--- src/rtl/rng_pkg.sv ---
// Shared types and helpers for the RNG post-processing stages.
package rng_pkg;

   localparam int unsigned SAMPLE_WIDTH = 16;

   typedef enum logic [1:0] {
      UNCFG = 2'd0,
      LOAD  = 2'd1,
      RUN   = 2'd2
   } state_t;

   // Smallest 2^k-1 covering rng-1; rng=1 yields 0. Never called with rng=0.
   function automatic logic [31:0] mask_of(input logic [31:0] rng);
      logic [31:0] m;
      m = rng - 32'd1;
      m = m | (m >> 1);
      m = m | (m >> 2);
      m = m | (m >> 4);
      m = m | (m >> 8);
      m = m | (m >> 16);
      return m;
   endfunction

endpackage

--- src/rtl/rng_fifo.sv ---
// Synchronous FIFO with wrap-bit pointers, registered head and flush.
module rng_fifo #(
   parameter int unsigned DEPTH = 4,
   parameter int unsigned WIDTH = 16
) (
   input  logic             clk,
   input  logic             rst_n,
   input  logic             flush,
   input  logic             push,
   input  logic [WIDTH-1:0] push_data,
   input  logic             pop,
   output logic [WIDTH-1:0] data,
   output logic             valid,
   output logic             full,
   output logic             empty
);

   localparam int unsigned AW = (DEPTH > 1) ? $clog2(DEPTH) : 1;
   localparam int unsigned PW = AW + 1;

   logic [PW-1:0]    wr_ptr, rd_ptr, wr_n, rd_n;
   logic [WIDTH-1:0] mem [DEPTH];
   logic [WIDTH-1:0] data_n;
   logic             valid_n, do_push, do_pop;

   assign empty = (wr_ptr == rd_ptr);
   assign full  = (wr_ptr[AW-1:0] == rd_ptr[AW-1:0]) && (wr_ptr[AW] != rd_ptr[AW]);

   // Next pointers and next head; a push into an empty (or just-drained) FIFO bypasses to the head.
   always_comb begin
      do_pop  = pop && !empty;
      do_push = push && (!full || do_pop);
      wr_n    = wr_ptr + PW'(do_push);
      rd_n    = rd_ptr + PW'(do_pop);
      valid_n = (wr_n != rd_n);
      data_n  = data;
      if (valid_n) begin
         if (do_push && (wr_ptr[AW-1:0] == rd_n[AW-1:0])) begin
            data_n = push_data;
         end else begin
            data_n = mem[rd_n[AW-1:0]];
         end
      end
   end

   always_ff @(posedge clk) begin
      if (do_push && !flush) begin
         mem[wr_ptr[AW-1:0]] <= push_data;
      end
   end

   always_ff @(posedge clk or negedge rst_n) begin
      if (!rst_n) begin
         wr_ptr <= '0;
         rd_ptr <= '0;
         valid  <= 1'b0;
         data   <= '0;
      end else if (flush) begin
         wr_ptr <= '0;
         rd_ptr <= '0;
         valid  <= 1'b0;
         data   <= '0;
      end else begin
         wr_ptr <= wr_n;
         rd_ptr <= rd_n;
         valid  <= valid_n;
         data   <= data_n;
      end
   end

endmodule

--- src/rtl/lfsr_range_sampler.sv ---
// Mask-and-reject sampler turning LFSR words into uniform values in [0, N).
// Optional RAND_STATS_EN adds saturating accept/reject counters.
module lfsr_range_sampler
   import rng_pkg::*;
#(
   parameter int unsigned DEPTH = 4,
   parameter int unsigned WIDTH = SAMPLE_WIDTH
) (
   input  logic             clk,
   input  logic             reset,
   input  logic [WIDTH-1:0] in_word,
   input  logic             in_valid,
   input  logic             cfg_valid,
   input  logic [WIDTH-1:0] cfg_range,
   output logic [WIDTH-1:0] out_data,
   output logic             out_valid,
   input  logic             out_ready,
   output logic             busy,
   output logic             rejected
`ifdef RAND_STATS_EN
   ,
   output logic [31:0]      stat_accept,
   output logic [31:0]      stat_reject
`endif
);

   state_t           state, state_n;
   logic [WIDTH-1:0] range_q, mask_q, cand;
   logic             cfg_take, flush, in_range, run_word;
   logic             push_req, push_ok, pop_ok, fifo_full, fifo_empty;

   always_ff @(posedge clk or negedge reset) begin
      if (!reset) begin
         state <= UNCFG;
      end else begin
         state <= state_n;
      end
   end

   // Next state; a new range is taken in UNCFG or RUN, never during LOAD.
   always_comb begin
      state_n  = state;
      cfg_take = 1'b0;
      case (state)
         UNCFG, RUN: begin
            if (cfg_valid && (cfg_range != '0)) begin
               cfg_take = 1'b1;
               state_n  = LOAD;
            end
         end
         LOAD:    state_n = RUN;
         default: state_n = UNCFG;
      endcase
   end

   always_ff @(posedge clk or negedge reset) begin
      if (!reset) begin
         range_q <= '0;
         mask_q  <= '0;
      end else begin
         if (cfg_take) begin
            range_q <= cfg_range;
         end
         if (state == LOAD) begin
            mask_q <= WIDTH'(mask_of(32'(range_q)));
         end
      end
   end

   // Stale samples are dropped as soon as a new range is accepted and again in LOAD.
   assign flush    = cfg_take || (state == LOAD);
   assign cand     = in_word & mask_q;
   assign in_range = (cand < range_q);
   assign run_word = (state == RUN) && in_valid;
   assign push_req = run_word && in_range && !cfg_take;
   assign rejected = run_word && !in_range;
   assign busy     = (state != RUN);
   assign pop_ok   = out_ready && !fifo_empty;
   assign push_ok  = push_req && (!fifo_full || pop_ok);

   rng_fifo #(
      .DEPTH (DEPTH),
      .WIDTH (WIDTH)
   ) u_fifo (
      .clk       (clk),
      .rst_n     (reset),
      .flush     (flush),
      .push      (push_req),
      .push_data (cand),
      .pop       (out_ready),
      .data      (out_data),
      .valid     (out_valid),
      .full      (fifo_full),
      .empty     (fifo_empty)
   );

`ifdef RAND_STATS_EN
   always_ff @(posedge clk or negedge reset) begin
      if (!reset) begin
         stat_accept <= '0;
         stat_reject <= '0;
      end else if (flush) begin
         stat_accept <= '0;
         stat_reject <= '0;
      end else begin
         if (push_ok && (stat_accept != 32'hFFFF_FFFF)) begin
            stat_accept <= stat_accept + 32'd1;
         end
         if (rejected && (stat_reject != 32'hFFFF_FFFF)) begin
            stat_reject <= stat_reject + 32'd1;
         end
      end
   end
`endif

endmodule

--- config.mk ---
export PLATFORM = sky130hd
export DESIGN_NAME = lfsr_range_sampler
export DESIGN_NICKNAME = d
export VERILOG_FILES = /design/src/rtl/rng_pkg.sv /design/src/rtl/rng_fifo.sv /design/src/rtl/lfsr_range_sampler.sv
export SDC_FILE = /design/constraint.sdc
export NUM_CORES = 1
export LEC_CHECK = 0
export CAP_MARGIN = 20
export CORE_MARGIN = 4
export CORE_UTILIZATION = 52
export CTS_BUF_LIST = sky130_fd_sc_hd__clkbuf_8 sky130_fd_sc_hd__clkbuf_16
export DETAILED_ROUTE_END_ITERATION = 10
export PLACE_DENSITY = 0.85
export SLEW_MARGIN = 20
export SYNTH_ARGS = -nofsm -noshare
export SYNTH_HDL_FRONTEND = slang
export SYNTH_HIERARCHICAL = 1
export SYNTH_SLANG_ARGS = --single-unit
--- constraint.sdc ---
create_clock -name clk -period 4.08 [get_ports clk]
set_input_delay 0.816 -clock clk [delete_from_list [all_inputs] [get_ports clk]]
set_output_delay 0.816 -clock clk [all_outputs]
set_load 0.1 [all_outputs]
==> impl_results.md, run 1 <==
- Initial core utilization: 53.2%
- Fin area: 7890 µm²
- CP Launch Type: input port
- Htree depth: 4
- Worst VDD drop: 475 µV
- # diodes: 0
- Post-route setup TNS: 0 ps
- Core footprint: 11,500 µm²
- Nets@finish: 648
- Area growth, synth to finish: 29.3%
- Clock Sinks: about 120
- TritonCTS clock tree: yes
- Routed len/inst: 20.0 µm
- Final count of pins violating max slew: 0
- Root Driver: clkbuf_16
- Final ANT Viol Nets: 0
- Leakage Power: 2.89 nW
- Overall Power: just under 4 mW
- CTS max path bufs: 2
- Data required time at the worst endpoint: 3260 ps
- Final core utilization: 68.8%
- Final hold violations: 0
- Top Family by Delay on Critical Path: compound AO/OA/AOI/OAI gates
- Buffers and inverters on the worst path: 3
- Largest net degree at the start of global routing: 39
- Most frequent cells in the layout: 64 x edfxtp_1, 57 x dfrtp_1, 53 x clkdlybuf4s50_1, 34 x nand2_1, 30 x buf_4
- Routed wire length: 14.9 mm
- Die X: 116 µm
- CP Capture Type: primary output
- DRC viols: 0
- Antenna violations before repair: 0
- Fin crit period: just over 4000 ps
- Gr usage total: between 20% and 30%
- Drt pass-1 iters: 5
- Hold_buf cts: 0
- Slew @ Worst Pin: 1000 ps
- Ys Warns: 6
- Post CTS Setup Buffer Count: 0
- Vias in the first global route: 4,568
- Final setup vio count: 0
- Gp weighted congestion: 0.880
- Outcome: finished clean
- TritonCTS Buffers: 17
- DIE HEIGHT: 116 µm
- WS Path Type: in2out
- Syn_nets: 566
- Unrepaired setup endpoints after global routing: no
- MaxCap Viol Count: 0
- Routed vias: roughly 4,500
- Worst-path clk slew: around 60 ps
- Iter 0 DRT Violations: 425
- Peak fanout along the critical path: 2
- Global route total overflow: 0
- Synth Instances: 508
- Mean Syn Cell Area: about 12 µm²
- Rows: 39
- Post-Syn Area: 6100 µm²
- Hold WC Path Type: in2async
- Period Utilization, post-route: 98.7%
- DP Area: 7090 µm²
- Skew-Pair Late Insertion Delay: 410 ps
- Num ports: 56
- Fmax: 248 MHz
- PortBufs: 55
- Max incr delay on CP: 430 ps
- Slowest cell on crit path: or4_4
- First-pass GRT wire length: 23.5 mm
- DIE AREA: about 14,000 µm²
- Crit path DAT: 3210 ps
- Share of layout cells above drive strength 1: 25.0%
- Worst Hold Margin: ~350 ps
- Via-to-Cell Ratio: 6.07
- PD cells: 501 nW/µm²
- Rel. slew slack: 33.1%
- Cell Chain, Critical Path: clkdlybuf4s50_1 -> and2_4 -> ha_4 -> a21o_1 -> a21oi_1 -> o31a_1 -> or4_4 -> buf_6 -> a311oi_4 -> buf_12
- Most common cell after layout, fill and taps aside: edfxtp_1
- Skew final: just under 8 ps
- Post-DP HPWL: 9.90 mm
## metrics by stage
| stage | cells | setup WS [ps] |
|---|---|---|
| after global placement | 713 | -381 |
| final | 746 | 52.4 |
| after global routing | 746 | 0.104 |
| after floorplan | 508 | -372 |
| after CTS | 745 | 11.0 |
| after detailed placement | 713 | -446 |
## layout make-up
| type | count | area (µm²) |
|---|---|---|
| clock inverters | 15 | 164 |
| clock buffers | 17 | 425 |
| multi-input cells | 338 | 2820 |
| well taps | 143 | 179 |
| flip-flops and latches | 121 | 3350 |
| repair buffers | 90 | 872 |
| fillers | 772 | 3570 |
| inverters | 22 | 85.1 |
## state kept, by name, indices dropped and copies added, names as in the netlist
register / count
u_fifo/wr_ptr: 3
u_fifo/valid: 1
u_fifo/data: 16
u_fifo/mem: 64
u_fifo/rd_ptr: 3
range_q: 16
mask_q: 16
state: 2
## report_power, final
group	internal (mW)	total, mW	switching (mW)
combinational	0.372	1.02	0.644
clock	0.912	1.49	0.578
sequential	1.37	1.45	0.0799
## metal layers
metal	GRT usage [%]	share of wire [%]	vias up
met5	0	0	-
li1	-	-	2094
met1	29.8	42	2261
met4	5.72	1.2	0
met3	6.06	5.5	23
met2	37.6	52	153
## final timing paths
| kind | start | to | slack (ps) | cells past startpoint |
|---|---|---|---|---|
| min in group clk | mask_q[14] | mask_q[14] | 470 | 2 |
| setup reg to reg | range_q[5] | u_fifo/data[13] | 360 | 16 |
| hold / removal | reset | u_fifo/data[10] | 350 | 1 |
| max in group asynchronous | reset | mask_q[4] | 2860 | 2 |
| hold reg to reg | mask_q[14] | mask_q[14] | 470 | 2 |
| setup / recovery | in_word[1] | rejected | 50 | 10 |
## repair_timing
item / in CTS / in global routing
endpoints found under the setup margin: 8 / 17
cloned: 0 / 1
pin swaps: 3 / 8
resized for setup: 3 / 27
Power figures use the tool's default switching activity.
==> run 2, diff against run 1 <==
Settings changed: PLACE_DENSITY 0.85 to 0.76.
==> run 2 against run 1 <==
Compared with the run above:
- setup slack lost 11 ps
- critical endpoint unchanged
- largest power group unchanged
- sequential share of layout area grew 0.061 points
- non-clock buffer count grew 5
- sequential power is essentially flat
- maximum frequency shrank 0.26%
- count of clock-buffer cells in the layout is the same
==> impl_results.md, run 2 (synthesis gave the netlist of run 1 again) <==
- Via-to-Cell Ratio: 5.96 (-1.8%)
- Worst hold start: mask_q[13]
- MaxCap Viol Count: 0 (unchanged)
- Post CTS Setup Buffer Count: 0 (unchanged)
- Period Utilization, post-route: 99.0% (+0.26 points)
- CTS max path bufs: 2 (unchanged)
- Initial core utilization: 53.2% (unchanged)
- Root Driver: clkbuf_16
- # diodes: 0 (unchanged)
- Worst Hold Margin: 473 ps (+126 ps)
- Fin crit period: 4040 ps (+10.7 ps)
- Nets@finish: 653 (+0.77%)
- Rel. slew slack: 34.3% (+1.2 points)
- First-pass GRT wire length: 23.7 mm (+0.65%)
- Die X: 116 µm (unchanged)
- Layout fillers: 824 (+6.7%)
- Hold path depth: 2
- TritonCTS Buffers: 17 (unchanged)
- Cell Chain, Critical Path: clkdlybuf4s50_1 -> and2_1 -> ha_1 -> nand3_2 -> o22ai_2 -> nor2_1 -> o31a_1 -> or4_4 -> buf_4 -> a311oi_4 -> buf_12
- WS Path Type: in2out
- Skew-Pair Late Insertion Delay: 420 ps (about the same)
- Post-DP HPWL: 10.6 mm (+6.9%)
- Final setup vio count: 0 (unchanged)
- Buffers and inverters on the worst path: 3 (unchanged)
- Worst-path clk slew: 60 ps (about the same)
- PortBufs: 55 (unchanged)
- Htree depth: 4 (unchanged)
- Gr usage total: 23.1% (+0.47 points)
- Global route total overflow: 0 (unchanged)
- Slowest cell on crit path: or4_4
- Routed wire length: 14.8 mm (-0.76%)
- Share of layout cells above drive strength 1: 24.7% (-0.37 points)
- DIE AREA: 13,500 µm² (unchanged)
- TritonCTS clock tree: yes
- Hold WC Path Type: reg2reg
- Data required time at the worst endpoint: 3260 ps (about the same)
- Overall Power: 3.95 mW (-0.13%)
- Hold_buf cts: 0 (unchanged)
- Iter 0 DRT Violations: 344 (-19%)
- CP Capture Type: primary output
- Slew @ Worst Pin: 982 ps (-18.2 ps)
- Routed vias: 4,479 (-1.1%)
- Most common cell after layout, fill and taps aside: edfxtp_1
- Max incr delay on CP: 430 ps (about the same)
- DRC viols: 0 (unchanged)
- Reg2reg setup slack: 470 ps (+110 ps)
- Hold Path Sink: mask_q[13]
- Leakage Power: 2.90 nW (+0.41%)
- Clock Sinks: 121 (unchanged)
- Vias in the first global route: 4,580 (+0.26%)
- Final hold violations: 0 (unchanged)
- Final count of pins violating max slew: 0 (unchanged)
- Fmax: 248 MHz (-0.26%)
- CP Launch Type: input port
- Register-to-Register Path Depth: 16 (unchanged)
- Antenna violations before repair: 0 (unchanged)
- Num ports: 56 (unchanged)
- Reg2reg end: u_fifo/data[1]
- Most frequent cells in the layout: 64 x edfxtp_1, 57 x dfrtp_1, 53 x clkdlybuf4s50_1, 37 x buf_4, 34 x nand2_1
- Peak fanout along the critical path: 2 (unchanged)
- PD cells: 501 nW/µm² (about the same)
- Worst VDD drop: 512 µV (+7.9%)
- Outcome: finished clean
- Largest net degree at the start of global routing: 38 (-2.6%)
- Top Family by Delay on Critical Path: buffers and inverters
- Rows: 39 (unchanged)
- Routed len/inst: 19.7 µm (-1.4%)
- Core footprint: 11,500 µm² (unchanged)
- DIE HEIGHT: 116 µm (unchanged)
- Max FFs per register: 64 (unchanged)
- Final ANT Viol Nets: 0 (unchanged)
- Gp weighted congestion: 0.892 (+1.4%)
- Crit path DAT: 3220 ps (about the same)
- Skew final: 7.55 ps (-0.291 ps)
- Drt pass-1 iters: 5 (unchanged)
- Launching point of the worst reg2reg path: range_q[5]
- Area growth, synth to finish: 29.2%
run 2: cell types whose count changed in the layout (fill, tap and decap cells not counted), sizes merged:
cell,before,now
buf,37,42
clkinv,3,4
clkinvlp,2,3
inv,30,28
run 2: worst max path at each step:
stage / from / endpoint / slack, ps / cells past startpoint
floorplan: in_word[9] / u_fifo/mem[0][0] / -370 / 11
global placement: in_word[1] / u_fifo/data[4] / -380 / 16
detailed placement: in_word[7] / u_fifo/data[6] / -470 / 17
CTS: in_word[7] / rejected / 30 / 11
global route: in_word[5] / rejected / -10 / 11
finish: in_word[5] / rejected / 40 / 11
run 2: repair_timing:
action,4_1_cts,5_1_grt
gates cloned,0,1
resized for setup,1,22
endpoints found under the setup margin,7,17
pin swaps,3,5
run 2: through the flow:
stage	instances	util [%]	setup TNS [ps]	setup slack (ps)	instance area, µm²
floorplan	508	-	-14730	-372	6190
finish	751	68.7	0	41.7	7880
detailed placement	718	62.1	-6840	-473	7120
global route	751	68.7	-13.3	-13.3	7880
global placement	718	62.1	-5650	-382	7120
CTS	750	67.3	0	31.4	7720
run 2: power breakdown:
group | switching, mW | internal, mW
registers | 0.0703 | 1.37
clock network | 0.595 | 0.912
logic | 0.636 | 0.367
run 2: layout make-up:
type,instances,area [µm²],area share [%]
well taps,143,179,2.27
multi-input cells,338,2780,35.3
clock buffers,17,425,5.40
flip-flops and latches,121,3350,42.5
clock inverters,15,170,2.16
inverters,22,85.1,1.08
repair buffers,95,893,11.3
run 2: worst register-to-register path: stages, from the launching register on:
cell,delay (ps)
dfrtp_1,490
inv_1,160
ha_1,320
nand3_2,80
o22ai_2,140
nor2_1,60
o31a_1,130
or4_4,430
and4_4,200
o41ai_4,70
inv_4,40
ha_1,230
ha_4,270
xor2_2,180
or2_4,350
o31ai_2,280
a31oi_2,60
run 2: metal layers:
layer | share of wire, % | vias to the layer above | GRT usage, % | wire length, µm
met5 | 0 | - | 0 | 0
met2 | 51 | 123 | 39.5 | 7580
met3 | 4.6 | 32 | 4.51 | 681
li1 | - | 2107 | - | -
met1 | 41 | 2217 | 28.4 | 6130
met4 | 2.8 | 0 | 10.6 | 412
